<file path="src/rtl/rand_perm3_unmap.sv">
// Inverse of the 3-slot random permutation mapper: a two-stage valid/ready pipeline
// that recovers the original slot order, plus saturating per-permutation histogram counters.

module rand_perm3_hist_cnt #(
    parameter int CNT_W = 16
) (
    input  logic             clk,
    input  logic             rst_n,
    input  logic             clr,
    input  logic             inc,
    output logic [CNT_W-1:0] count
);
    always_ff @(posedge clk or negedge rst_n) begin
        if (!rst_n)
            count <= '0;
        else if (clr)
            count <= '0;
        else if (inc && (count != '1))
            count <= count + CNT_W'(1);
    end
endmodule

module rand_perm3_unmap #(
    parameter int CNT_W = 16
) (
    input  logic             clk,
    input  logic             rst_n,
    input  logic             in_valid,
    output logic             in_ready,
    input  logic [5:0]       in_y,
    input  logic [6:0]       in_random,
    output logic             out_valid,
    input  logic             out_ready,
    output logic [5:0]       out_x,
    output logic [2:0]       out_perm,
    input  logic [2:0]       hist_sel,
    output logic [CNT_W-1:0] hist_count,
    input  logic             hist_clear
);
    logic [2:1]             vld_pipe;
    logic [5:0]             s1_y;
    logic [2:0]             s1_k;
    logic [2:0]             k;
    logic [5:0]             x;
    logic                   s2_load;
    logic                   in_xfer;
    logic [7:0][CNT_W-1:0]  cnt;

    // Six near-equal bins over the 7-bit random range
    always_comb begin
        if (in_random <= 7'd20)       k = 3'd0;
        else if (in_random <= 7'd41)  k = 3'd1;
        else if (in_random <= 7'd63)  k = 3'd2;
        else if (in_random <= 7'd84)  k = 3'd3;
        else if (in_random <= 7'd105) k = 3'd4;
        else                          k = 3'd5;
    end

    always_comb begin
        x = s1_y;
        case (s1_k)
            3'd0:    x = {s1_y[5:4], s1_y[3:2], s1_y[1:0]};
            3'd1:    x = {s1_y[3:2], s1_y[5:4], s1_y[1:0]};
            3'd2:    x = {s1_y[5:4], s1_y[1:0], s1_y[3:2]};
            3'd3:    x = {s1_y[1:0], s1_y[5:4], s1_y[3:2]};
            3'd4:    x = {s1_y[3:2], s1_y[1:0], s1_y[5:4]};
            3'd5:    x = {s1_y[1:0], s1_y[3:2], s1_y[5:4]};
            default: x = s1_y;
        endcase
    end

    assign s2_load   = !vld_pipe[2] || out_ready;
    assign in_ready  = !vld_pipe[1] || s2_load;
    assign in_xfer   = in_valid && in_ready;
    assign out_valid = vld_pipe[2];

    always_ff @(posedge clk or negedge rst_n) begin
        if (!rst_n) begin
            vld_pipe <= '0;
            s1_y     <= '0;
            s1_k     <= '0;
            out_x    <= '0;
            out_perm <= '0;
        end else begin
            if (in_ready) begin
                vld_pipe[1] <= in_valid;
                if (in_valid) begin
                    s1_y <= in_y;
                    s1_k <= k;
                end
            end
            if (s2_load) begin
                vld_pipe[2] <= vld_pipe[1];
                if (vld_pipe[1]) begin
                    out_x    <= x;
                    out_perm <= s1_k;
                end
            end
        end
    end

    // Selects 6 and 7 read as permanently zero entries
    for (genvar i = 0; i < 8; i++) begin : g_hist
        if (i < 6) begin : g_cnt
            rand_perm3_hist_cnt #(.CNT_W(CNT_W)) u_cnt (
                .clk   (clk),
                .rst_n (rst_n),
                .clr   (hist_clear),
                .inc   (in_xfer && (k == 3'(i))),
                .count (cnt[i])
            );
        end else begin : g_zero
            assign cnt[i] = '0;
        end
    end

    assign hist_count = cnt[hist_sel];
endmodule
</file>
<file path="config.mk">
export PLATFORM = sky130hd
export DESIGN_NAME = rand_perm3_unmap
export DESIGN_NICKNAME = d
export VERILOG_FILES = /design/src/rtl/rand_perm3_unmap.sv
export SDC_FILE = /design/constraint.sdc
export NUM_CORES = 1
export LEC_CHECK = 0
export ABC_AREA = 1
export BUFFER_PORTS_ARGS = -buffer_cell sky130_fd_sc_hd__buf_2
export CAP_MARGIN = 25
export CORE_ASPECT_RATIO = 1.2
export CORE_MARGIN = 2
export CORE_UTILIZATION = 35
export CTS_BUF_LIST = sky130_fd_sc_hd__clkbuf_8
export CTS_CLUSTER_DIAMETER = 40
export CTS_CLUSTER_SIZE = 30
export DETAILED_ROUTE_END_ITERATION = 10
export PLACE_DENSITY = 0.6
export SETUP_SLACK_MARGIN = 0.2
export SLEW_MARGIN = 30
export SYNTH_ARGS = -nofsm -noshare
export SYNTH_HDL_FRONTEND = slang
export SYNTH_SLANG_ARGS = --single-unit
</file>
<file path="constraint.sdc">
create_clock -name clk -period 3.7 [get_ports clk]
set_input_delay 0.74 -clock clk [delete_from_list [all_inputs] [get_ports clk]]
set_output_delay 0.74 -clock clk [all_outputs]
set_load 0.01 [all_outputs]
</file>
==> metrics.md, run 1 <==
| Metric | Value |
|---|---|
| DR iter-0 viols | `about 570` |
| Mean Syn Cell Area | `approximately 7.2 sq um` |
| Total gr overflow | `0` |
| Place WS | `0.858 ns` |
| Antenna cells | `0` |
| Initial antenna violation count | `0` |
| Area growth syn-to-layout | `10.0%` |
| Min Tclk post-route | `2.91 ns` |
| Mapped Area | `8080 sq um` |
| Core box area | `22500 sq um` |
| # IOs | `48` |
| Routed Antenna Nets | `0` |
| Post-CTS sizing | `0` |
| Setup bufs post-CTS | `0` |
| Crit share post-route | `78.7%` |
| Seq/Total Area, Yosys | `35.9%` |
| Post-synth EDFFs | `0` |
| Slew Viols, Final | `0` |
| DRC | `0` |
| CTS Hold Bufs | `0` |
| Setup_tns | `0 ns` |
| Crit. End Element | `primary output` |
| Crit Path Class | `in2out` |
| Max H-tree Level | `4` |
| Critical path required time | `approximately 3 ns` |
| TritonCTS Buffers | `17` |
| Relative slew margins | `between 40% and 50%` |
| Number of buffers added on ports | `47` |
| Final #Nets | `1177` |
| CTS root buffer | `clkbuf_8` |
| Fraction of layout cells with a size suffix above 1 | `12.2%` |
| Largest net degree at the start of global routing | `75` |
| Max IR drop VDD | `~0.22 mV` |
| DP HPWL | `between 15 and 20 mm` |
| Vias in the first global route | `between 7k and 8k` |
| Least-Margin Pin Slew | `0.771 ns` |
| Die height | `170 microns` |
| Final setup margin | `about 0.8 ns` |
| DRT Wirelength | `22.7 mm` |
| Worst-Skew Late Latency | `about 0.46 ns` |
| Power per cell area | `343 nW/um^2` |
| # setup viols final | `0` |
| Leak pwr | `4.18 nW` |
| Clock tree sinks | `around 120` |
| Yosys cell types | `40` |
| Rows | `60` |
| Die area | `about 24000 sq um` |
| Syn Inst Count | `1127` |
| Final Hold Fails | `0` |
| Max FO, Critical Path | `20` |
| Run status | `complete, no violations` |
| GRT Total Usage | `about a fifth` |
| Max cap viols | `0` |
| Clock buffer depth | `2` |
| Clock transition at path regs | `approximately 0.08 ns` |
| Routed vias | `7677` |
| Routability Congestion | `0.949` |
| Detailed-router iteration count before antenna repair | `5` |
| Setup Skew | `between 0.015 and 0.02 ns` |
| #FFs+latches synth | `116` |
| Die X | `~140 microns` |
| RSZ-0062 raised after global routing | `no` |
| F_max | `approximately 0.34 GHz` |
| Post-detailed-route wirelength per cell | `between 15 and 20 microns` |
| First-pass GRT wire length | `~37 mm` |
| Syn nets | `about 1.2k` |
| Via/cell ratio | `roughly 5.3` |
| Ys Warns | `0` |
| Commonest non-fill, non-tap cell in the layout | `nand2_1` |
| Worst Hold Class | `in2async` |
| CP Launch Type | `input pin` |
| Worst Path Arrival | `~2.2 ns` |
| TritonCTS clock tree | `done` |
| Initial core utilization | `around 36%` |
| Primary FF master, synth | `dfrtp_1` |
| Most frequent cells in the layout | `nand2_1, nand3_1, dfrtp_1` |
| Post-synth ARST share | `between 90% and 100%` |
## sequential cells by signal, summed over array words and instances (netlist names)
name                      count
g_hist.g_cnt.u_cnt.count     96
out_x                         6
s1_y                          6
out_perm                      3
s1_k                          3
vld_pipe                      2
## kinds of logic (layout without fill, tap and decap cells)
logic type,count (synthesis),count (layout),synth area share [%]
buffers and inverters,152,188,7.94
XOR/XNOR,70,70,7.59
AO/OA/AOI/OAI,152,152,10.1
AND/OR/NAND/NOR,631,631,37.5
flip-flops,116,116,35.9
adder cells (fa/ha/maj),6,6,0.929
## stage by stage
stage	area (sq um)	cells	util (%)	hold WS (ns)	total power, mW
floorplan	8080	1127	-	0.444	1.67
global placement	8490	1410	37.7	0.467	1.82
detailed placement	8490	1410	37.7	0.481	1.83
CTS	8890	1442	39.5	0.363	3.09
global route	8890	1442	39.5	0.408	3.20
finish	8890	1442	39.5	0.361	3.05
## Yosys cell counts (4+ instances only)
master	number	share of area, %
xor2_1	63	6.8
nor3_1	23	1.4
nand3_2	24	3.0
buf_2	8	0.50
clkbuf_1	31	1.4
xnor2_1	7	0.76
buf_4	4	0.37
ha_1	6	0.93
o22ai_1	7	0.54
nand3_1	117	7.2
nand3b_1	16	1.5
dfrtp_1	116	36
nand4_1	58	4.5
o21ai_0	90	5.6
o21ai_1	5	0.31
inv_1	98	4.6
nand2_1	252	12
nor2_1	115	5.3
inv_2	4	0.19
nand2_2	7	0.54
buf_6	4	0.56
nor2_4	4	0.56
nor2_2	5	0.39
a21oi_1	33	2.0
o31ai_1	8	0.74
## worst paths after layout
path,from,endpoint,slack [ns],cells past startpoint
min reg2reg,out_perm[2]$_DFFE_PN0P_,out_perm[2]$_DFFE_PN0P_,0.49,2
min in group clk,out_perm[2]$_DFFE_PN0P_,out_perm[2]$_DFFE_PN0P_,0.49,2
min,rst_n,s1_y[2]$_DFFE_PN0P_,0.36,1
max,hist_sel[1],hist_count[8],0.79,7
max reg2reg,g_hist[3].g_cnt.u_cnt.count[0]$_DFFE_PN0P_,g_hist[3].g_cnt.u_cnt.count[5]$_DFFE_PN0P_,1.42,7
max in group asynchronous,rst_n,g_hist[3].g_cnt.u_cnt.count[0]$_DFFE_PN0P_,2.57,2
## where the power goes
| part | leakage [nW] | switching (mW) | internal [mW] |
|---|---|---|---|
| sequential | 1.58 | 0.0410 | 1.33 |
| combinational | 2.39 | 0.303 | 0.132 |
| clock | 0.205 | 0.632 | 0.616 |
## critical path: stages
cell	delay, ns
buf_2	0.21
inv_1	0.40
o21ai_0	0.18
o21ai_0	0.29
nand2_1	0.09
o21ai_0	0.09
buf_2	0.16
## final cells by class
class	instances	area [sq um]
clock buffers	17	234
clock inverters	15	170
fillers	2381	13600
inverters	102	385
multi-input cells	859	4540
flip-flops and latches	116	2900
well taps	279	349
repair buffers	54	315
## layer usage
layer | global-route usage [%] | wire [microns]
met1 | 24.4 | 9880
met2 | 33.0 | 11000
met3 | 2.93 | 1100
met4 | 8.14 | 661
met5 | 0 | 0
Note: power is estimated with default switching activity, not from simulation.
==> inputs of run 2 (changes only) <==
- PLACE_DENSITY: 0.6 -> 0.62
- clock period: 3.7 -> 2.4 ns (I/O delays scaled with it)
==> run 2 against run 1 <==
Non-clock buffer count rose by 30. Highest routed layer unchanged. Sequential power rose by 54%. Design area rose by 3.1%. Critical endpoint is now hist_count[2].
==> metrics.md, run 2 (synthesized netlist as in run 1, its figures left out) <==
| Metric | Value |
|---|---|
| Run status | `complete, no violations` |
| CTS root buffer | `clkbuf_8` |
| Setup Skew | `0.0128 ns (-0.00394 ns)` |
| Place WS | `0.309 ns (-0.548 ns)` |
| Total gr overflow | `0 (unchanged)` |
| Most frequent cells in the layout | `nand2_1, nand3_1, nor2_1` |
| Flop pwr share | `45.6% (+0.8 points)` |
| # IOs | `48 (unchanged)` |
| First-pass GRT wire length | `37.4 mm (+0.67%)` |
| Routability Congestion | `0.921 (-3.0%)` |
| Crit share post-route | `88.3%` |
| TritonCTS clock tree | `done` |
| Vias in the first global route | `7169 (-0.88%)` |
| Via/cell ratio | `5.31 (-0.20%)` |
| F_max | `between 0.4 and 0.5 GHz` |
| Clk pwr share | `39.1% (-1.8 points)` |
| FILL cells | `2373 (-0.34%)` |
| CP Launch Type | `flop` |
| Fraction of layout cells with a size suffix above 1 | `16.1% (+3.9 points)` |
| Worst R2R Path Depth | `10 (+3)` |
| Area growth syn-to-layout | `13.5%` |
| Max H-tree Level | `4 (unchanged)` |
| FF-to-FF Start | `g_hist[3].g_cnt.u_cnt.count[0]$_DFFE_PN0P_` |
| # setup viols final | `0 (unchanged)` |
| Critical path required time | `1.92 ns (-1.04 ns)` |
| Max FO, Critical Path | `8 (-60%)` |
| Net Sw Frac | `32.5% (+0.52 points)` |
| Largest register by flop count | `g_hist.g_cnt.u_cnt.count` |
| Crit. End Element | `primary output` |
| Clock transition at path regs | `0.08 ns (about the same)` |
| Relative slew margins | `67.2% (+19 points)` |
| Power per cell area | `504 nW/um^2 (+47%)` |
| Core box area | `22500 sq um (unchanged)` |
| Max FFs per register | `96 (unchanged)` |
| Final Hold Fails | `0 (unchanged)` |
| GRT Total Usage | `19.5% (+0.16 points)` |
| Hold EP | `s1_y[5]$_DFFE_PN0P_` |
| Max IR drop VDD | `0.348 mV (+56%)` |
| Slew Viols, Final | `0 (unchanged)` |
| Setup_tns | `0 ns (unchanged)` |
| Worst Path Arrival | `1.64 ns (-0.53 ns)` |
| Net switching power | `1.50 mW (+54%)` |
| Detailed-router iteration count before antenna repair | `6 (+1)` |
| TritonCTS Buffers | `17 (unchanged)` |
| Critical hold path startpoint | `in_y[5]` |
| Worst Hold Class | `in2reg` |
| Clock buffer depth | `2 (unchanged)` |
| Routed Antenna Nets | `0 (unchanged)` |
| Final #Nets | `1207 (+2.5%)` |
| Number of buffers added on ports | `47 (unchanged)` |
| Antenna cells | `0 (unchanged)` |
| Combinational share of power | `15.3% (+1.0 points)` |
| Initial antenna violation count | `1 (+1)` |
| Leak pwr | `4.31 nW (+3.1%)` |
| Flop-to-flop setup slack | `0.43 ns (-0.99 ns)` |
| Regs by FF count | `g_hist.g_cnt.u_cnt.count x96, out_x x6, s1_y x6` |
| Max cap viols | `0 (unchanged)` |
| DRT Wirelength | `23.0 mm (+1.2%)` |
| Commonest non-fill, non-tap cell in the layout | `nand2_1` |
| DP HPWL | `16.7 mm (+1.7%)` |
| Rows | `60 (unchanged)` |
| DRC | `0 (unchanged)` |
| Crit Path Class | `reg2out` |
| Worst reg2reg endpoint | `g_hist[3].g_cnt.u_cnt.count[0]$_DFFE_PN0P_` |
| Post-detailed-route wirelength per cell | `15.6 microns (-0.88%)` |
| Die area | `24300 sq um (unchanged)` |
| Final setup margin | `0.280 ns (-0.509 ns)` |
| Largest net degree at the start of global routing | `66 (-12%)` |
| Routed vias | `7821 (+1.9%)` |
| Clock tree sinks | `116 (unchanged)` |
| Internal Power | `3.12 mW (+50%)` |
| Min Tclk post-route | `around 2.1 ns` |
| Least-Margin Pin Slew | `0.492 ns (-0.280 ns)` |
| RSZ-0062 raised after global routing | `yes` |
| Worst-Skew Late Latency | `0.46 ns (about the same)` |
| Die X | `143 microns (unchanged)` |
| DR iter-0 viols | `675 (+18%)` |
| Initial core utilization | `35.9% (unchanged)` |
| Die height | `170 microns (unchanged)` |
| WHS Path Cells | `3` |
## run 2: cell types whose count changed in the layout (fill, tap and decap cells not counted), moves of 3 or more
cell / delta
inv_2: +6
buf_4: +25
inv_6: +3
dfrtp_2: +13
buf_12: +4
clkinv_4: -3
inv_1: -7
dfrtp_1: -13
clkinvlp_4: +3
o21ai_1: +4
o21ai_0: -4
## run 2: worst max-delay path by stage
stage,to,from
finish,hist_count[2],g_hist[3].g_cnt.u_cnt.count[2]$_DFFE_PN0P_
global route,hist_count[8],g_hist[2].g_cnt.u_cnt.count[8]$_DFFE_PN0P_
CTS,hist_count[2],g_hist[3].g_cnt.u_cnt.count[2]$_DFFE_PN0P_
detailed placement,hist_count[7],hist_sel[1]
global placement,hist_count[7],hist_sel[1]
floorplan,hist_count[11],hist_sel[0]
## run 2: power by group through the flow
| stage | registers, mW | logic, mW | clock network (mW) |
|---|---|---|---|
| detailed placement | 2.15 | 0.703 | 0 |
| finish | 2.11 | 0.706 | 1.81 |
| global route | 2.12 | 0.793 | 1.94 |
| global placement | 2.14 | 0.695 | 0 |
| floorplan | 2.17 | 0.404 | 0 |
| CTS | 2.11 | 0.707 | 1.86 |
## run 2: cell type report
cell class / instances / area [sq um] / share of cell area [%]
multi-input cells: 859 / 4540 / 49.5
flip-flops and latches: 116 / 2920 / 31.8
repair buffers: 84 / 593 / 6.47
inverters: 102 / 389 / 4.24
well taps: 279 / 349 / 3.81
clock buffers: 17 / 234 / 2.55
clock inverters: 15 / 144 / 1.57
## run 2: per-stage QoR
step	power (mW)	area, sq um	cells	util, %	hold slack [ns]
after floorplan	2.57	8080	1127	-	0.184
after global placement	2.84	8680	1429	38.6	0.465
after detailed placement	2.85	8680	1429	38.6	0.473
after CTS	4.68	9070	1462	40.3	0.211
after global routing	4.86	9170	1472	40.7	0.221
final	4.62	9170	1472	40.7	0.228
## run 2: critical path: stages, from the launching register on
cell and delay, ns:
dfrtp_1 0.50, o21ai_1 0.23, a21oi_1 0.10, a31o_2 0.22, buf_2 0.13
## run 2: metal layers
| layer | global-route usage [%] | vias to the layer above | wire length (microns) |
|---|---|---|---|
| met2 | 33.1 | 252 | 11200 |
| met4 | 6.16 | 0 | 524 |
| met1 | 25.5 | 3651 | 10100 |
| met3 | 3.12 | 46 | 1130 |
| met5 | 0 | - | 0 |
| li1 | - | 3872 | - |
## run 2: what timing repair did
action,4_1_cts,5_1_grt
hold buffers,1,0
setup endpoints to repair,0,14
resized for setup,0,25
setup buffers,0,10
endpoints found under the hold margin,24,0
==> inputs of run 3 (changes only) <==
- CORE_ASPECT_RATIO: 1.2 -> 1.25
==> run 3 against run 2 <==
Maximum frequency decreased by 0.22%. Combinational power barely moved. Largest cell class unchanged. Final cell count increased by 0.75%.
==> metrics.md, run 3 (synthesized netlist as in run 1, its figures left out) <==
| Metric | Value |
|---|---|
| Run status | `complete, no violations` |
| Cell area after layout | `9210 sq um (+0.45%)` |
| Initial core utilization | `35.4% (-0.45 points)` |
| Min Tclk post-route | `2.12 ns (+0.00471 ns)` |
| Most frequent cells in the layout | `nand2_1, nand3_1, nor2_1` |
| Routed Antenna Nets | `0 (unchanged)` |
| # setup viols final | `0 (unchanged)` |
| Net switching power | `1.45 mW (-3.5%)` |
| Die height | `174 microns (+2.0%)` |
| Flop pwr share | `45.0% (-0.6 points)` |
| FILL cells | `2462 (+3.8%)` |
| Net Sw Frac | `30.9% (-1.6 points)` |
| WL met2 | `10.9 mm (-2.7%)` |
| TritonCTS clock tree | `done` |
| CP max stage delay | `0.49 ns (about the same)` |
| Worst Hold Class | `in2async` |
| CP Launch Type | `flop` |
| Combinational share of power | `15.1% (-0.2 points)` |
| Fin cells | `1483 (+0.75%)` |
| Post-detailed-route wirelength per cell | `15.3 microns (-2.0%)` |
| Cell Area, Placed | `8660 sq um (-0.24%)` |
| Leak pwr | `4.33 nW (+0.61%)` |
| Via/cell ratio | `5.24 (-1.4%)` |
| Fraction of layout cells with a size suffix above 1 | `15.9% (-0.19 points)` |
| Power per cell area | `509 nW/um^2 (+0.94%)` |
| Die area | `24300 sq um (about the same)` |
| Max IR drop VDD | `0.357 mV (+2.4%)` |
| Antenna cells | `0 (unchanged)` |
| Internal Power | `3.24 mW (+3.7%)` |
| DRC | `0 (unchanged)` |
| TritonCTS Buffers | `17 (unchanged)` |
| Max H-tree Level | `4 (unchanged)` |
| Top Layer Used | `met4` |
| RSZ-0062 raised after global routing | `yes` |
| DP HPWL | `16.7 mm (+0.25%)` |
| Worst Path Arrival | `1.64 ns (about the same)` |
| Routed vias | `7766 (-0.70%)` |
| Least-Margin Pin Slew | `0.558 ns (+0.0668 ns)` |
| GRT Total Usage | `18.8% (-0.68 points)` |
| Max cap viols | `0 (unchanged)` |
| Clock transition at path regs | `0.08 ns (about the same)` |
| Slew Viols, Final | `0 (unchanged)` |
| DR iter-0 viols | `562 (-17%)` |
| Number of buffers added on ports | `47 (unchanged)` |
| Die X | `140 microns (-2.0%)` |
| Commonest non-fill, non-tap cell in the layout | `nand2_1` |
| CP cell instances | `o21ai_0, a21oi_1, a31o_2, buf_2` |
| CTS root buffer | `clkbuf_8` |
| Critical path required time | `1.92 ns (about the same)` |
| Worst-Skew Late Latency | `0.46 ns (about the same)` |
| F_max | `0.471 GHz (-0.22%)` |
| Clk pwr share | `39.9% (+0.8 points)` |
| Clock tree sinks | `116 (unchanged)` |
| Largest register by flop count | `g_hist.g_cnt.u_cnt.count` |
| Largest net degree at the start of global routing | `66 (unchanged)` |
| Setup_tns | `0 ns (unchanged)` |
| Max FO, Critical Path | `8 (unchanged)` |
| Routability Congestion | `0.940 (+2.1%)` |
| Crit. End Element | `primary output` |
| Crit share post-route | `88.5% (+0.20 points)` |
| Core box area | `22800 sq um (+1.3%)` |
| First-pass GRT wire length | `37.3 mm (-0.31%)` |
| Worst R2R Path Depth | `9 (-1)` |
| Crit Path Class | `reg2out` |
| Regs by FF count | `g_hist.g_cnt.u_cnt.count x96, out_x x6, s1_y x6` |
| Vias in the first global route | `7412 (+3.4%)` |
| Met3 wire length | `1.10 mm (-2.3%)` |
| Detailed-router iteration count before antenna repair | `5 (-1)` |
| Slowest-stage cell, CP | `dfrtp_2` |
| Initial antenna violation count | `0 (-1)` |
| Setup Skew | `0.0137 ns (+0.000955 ns)` |
| # IOs | `48 (unchanged)` |
| Max FFs per register | `96 (unchanged)` |
| Rows | `62 (+3.3%)` |
| Final Hold Fails | `0 (unchanged)` |
| Total placed cells including tap cells | `1437 (+0.56%)` |
| DRT Wirelength | `22.7 mm (-1.2%)` |
| Relative slew margins | `62.8% (-4.5 points)` |
| Total gr overflow | `0 (unchanged)` |
| Clock buffer depth | `2 (unchanged)` |
| Area growth syn-to-layout | `14.0%` |
| Met1 WL | `10.0 mm (-0.95%)` |
| Final #Nets | `1209 (+0.17%)` |
==> run 3: changes by cell type in the layout (fill, tap and decap cells not counted), sizes merged <==
cell / delta
clkinv: +4
inv: -4
clkbuf: +3
clkinvlp: -2
buf: +1
bufinv: +1
dlygate4sd3: -1
==> run 3: final cells by class <==
class	instances	area, sq um	area share [%]
clock buffer	18	248	2.69
clock inverter	14	154	1.67
inverter	102	385	4.18
multi-input combinational	859	4550	49.3
sequential	116	2920	31.7
tap	288	360	3.91
timing repair buffer	86	601	6.52
==> run 3: timing repair <==
item	4_1_cts	5_1_grt
pin swaps	0	0
cloned	0	1
gates resized for setup	2	21
hold buffers	0	0
endpoints found under the setup margin	2	15
setup buffers	0	13
==> run 3: power by group through the flow <==
stage	clock network (mW)	registers, mW	logic, mW
finish	1.87	2.11	0.708
CTS	1.92	2.11	0.706
floorplan	0	2.17	0.404
global route	2.00	2.13	0.793
global placement	0	2.15	0.699
detailed placement	0	2.15	0.703
==> run 3: metrics by stage <==
stage               power (mW)  hold WS (ns)  util, %  setup slack (ns)
global route              4.92        0.0641     40.4             0.133
detailed placement        2.85         0.472     38.0             0.222
CTS                       4.74        0.0252     39.7             0.204
finish                    4.69        0.0155     40.4             0.276
floorplan                 2.57         0.184        -             0.409
global placement          2.85         0.465     38.0             0.277
==> run 3: routing by layer <==
metal | GRT usage [%] | up-vias
li1 | - | 3871
met1 | 24.3 | 3607
met2 | 31.2 | 244
met3 | 3.11 | 44
met4 | 8.17 | 0
met5 | 0 | -
==> run 3: path summary, 6_finish.rpt <==
kind                       slack, ns                                  startpoint                                          to
max in group asynchronous       1.76                                       rst_n  g_hist[1].g_cnt.u_cnt.count[7]$_DFFE_PN0P_
hold / removal                  0.02                                       rst_n                         s1_y[5]$_DFFE_PN0P_
setup reg to reg                0.44  g_hist[2].g_cnt.u_cnt.count[0]$_DFFE_PN0P_  g_hist[2].g_cnt.u_cnt.count[0]$_DFFE_PN0P_
hold reg to reg                 0.48                     out_perm[0]$_DFFE_PN0P_                     out_perm[0]$_DFFE_PN0P_
min in group clk                0.24                                     in_y[5]                         s1_y[5]$_DFFE_PN0P_
setup / recovery                0.28  g_hist[3].g_cnt.u_cnt.count[2]$_DFFE_PN0P_                               hist_count[2]
==> run 3: critical path: cells and delay by family, from the launching register on <==
family | cells | cell delay [ns]
AOI/OAI and AO/OA | 3 | 0.57
DFF | 1 | 0.49
buffers and inverters | 1 | 0.13
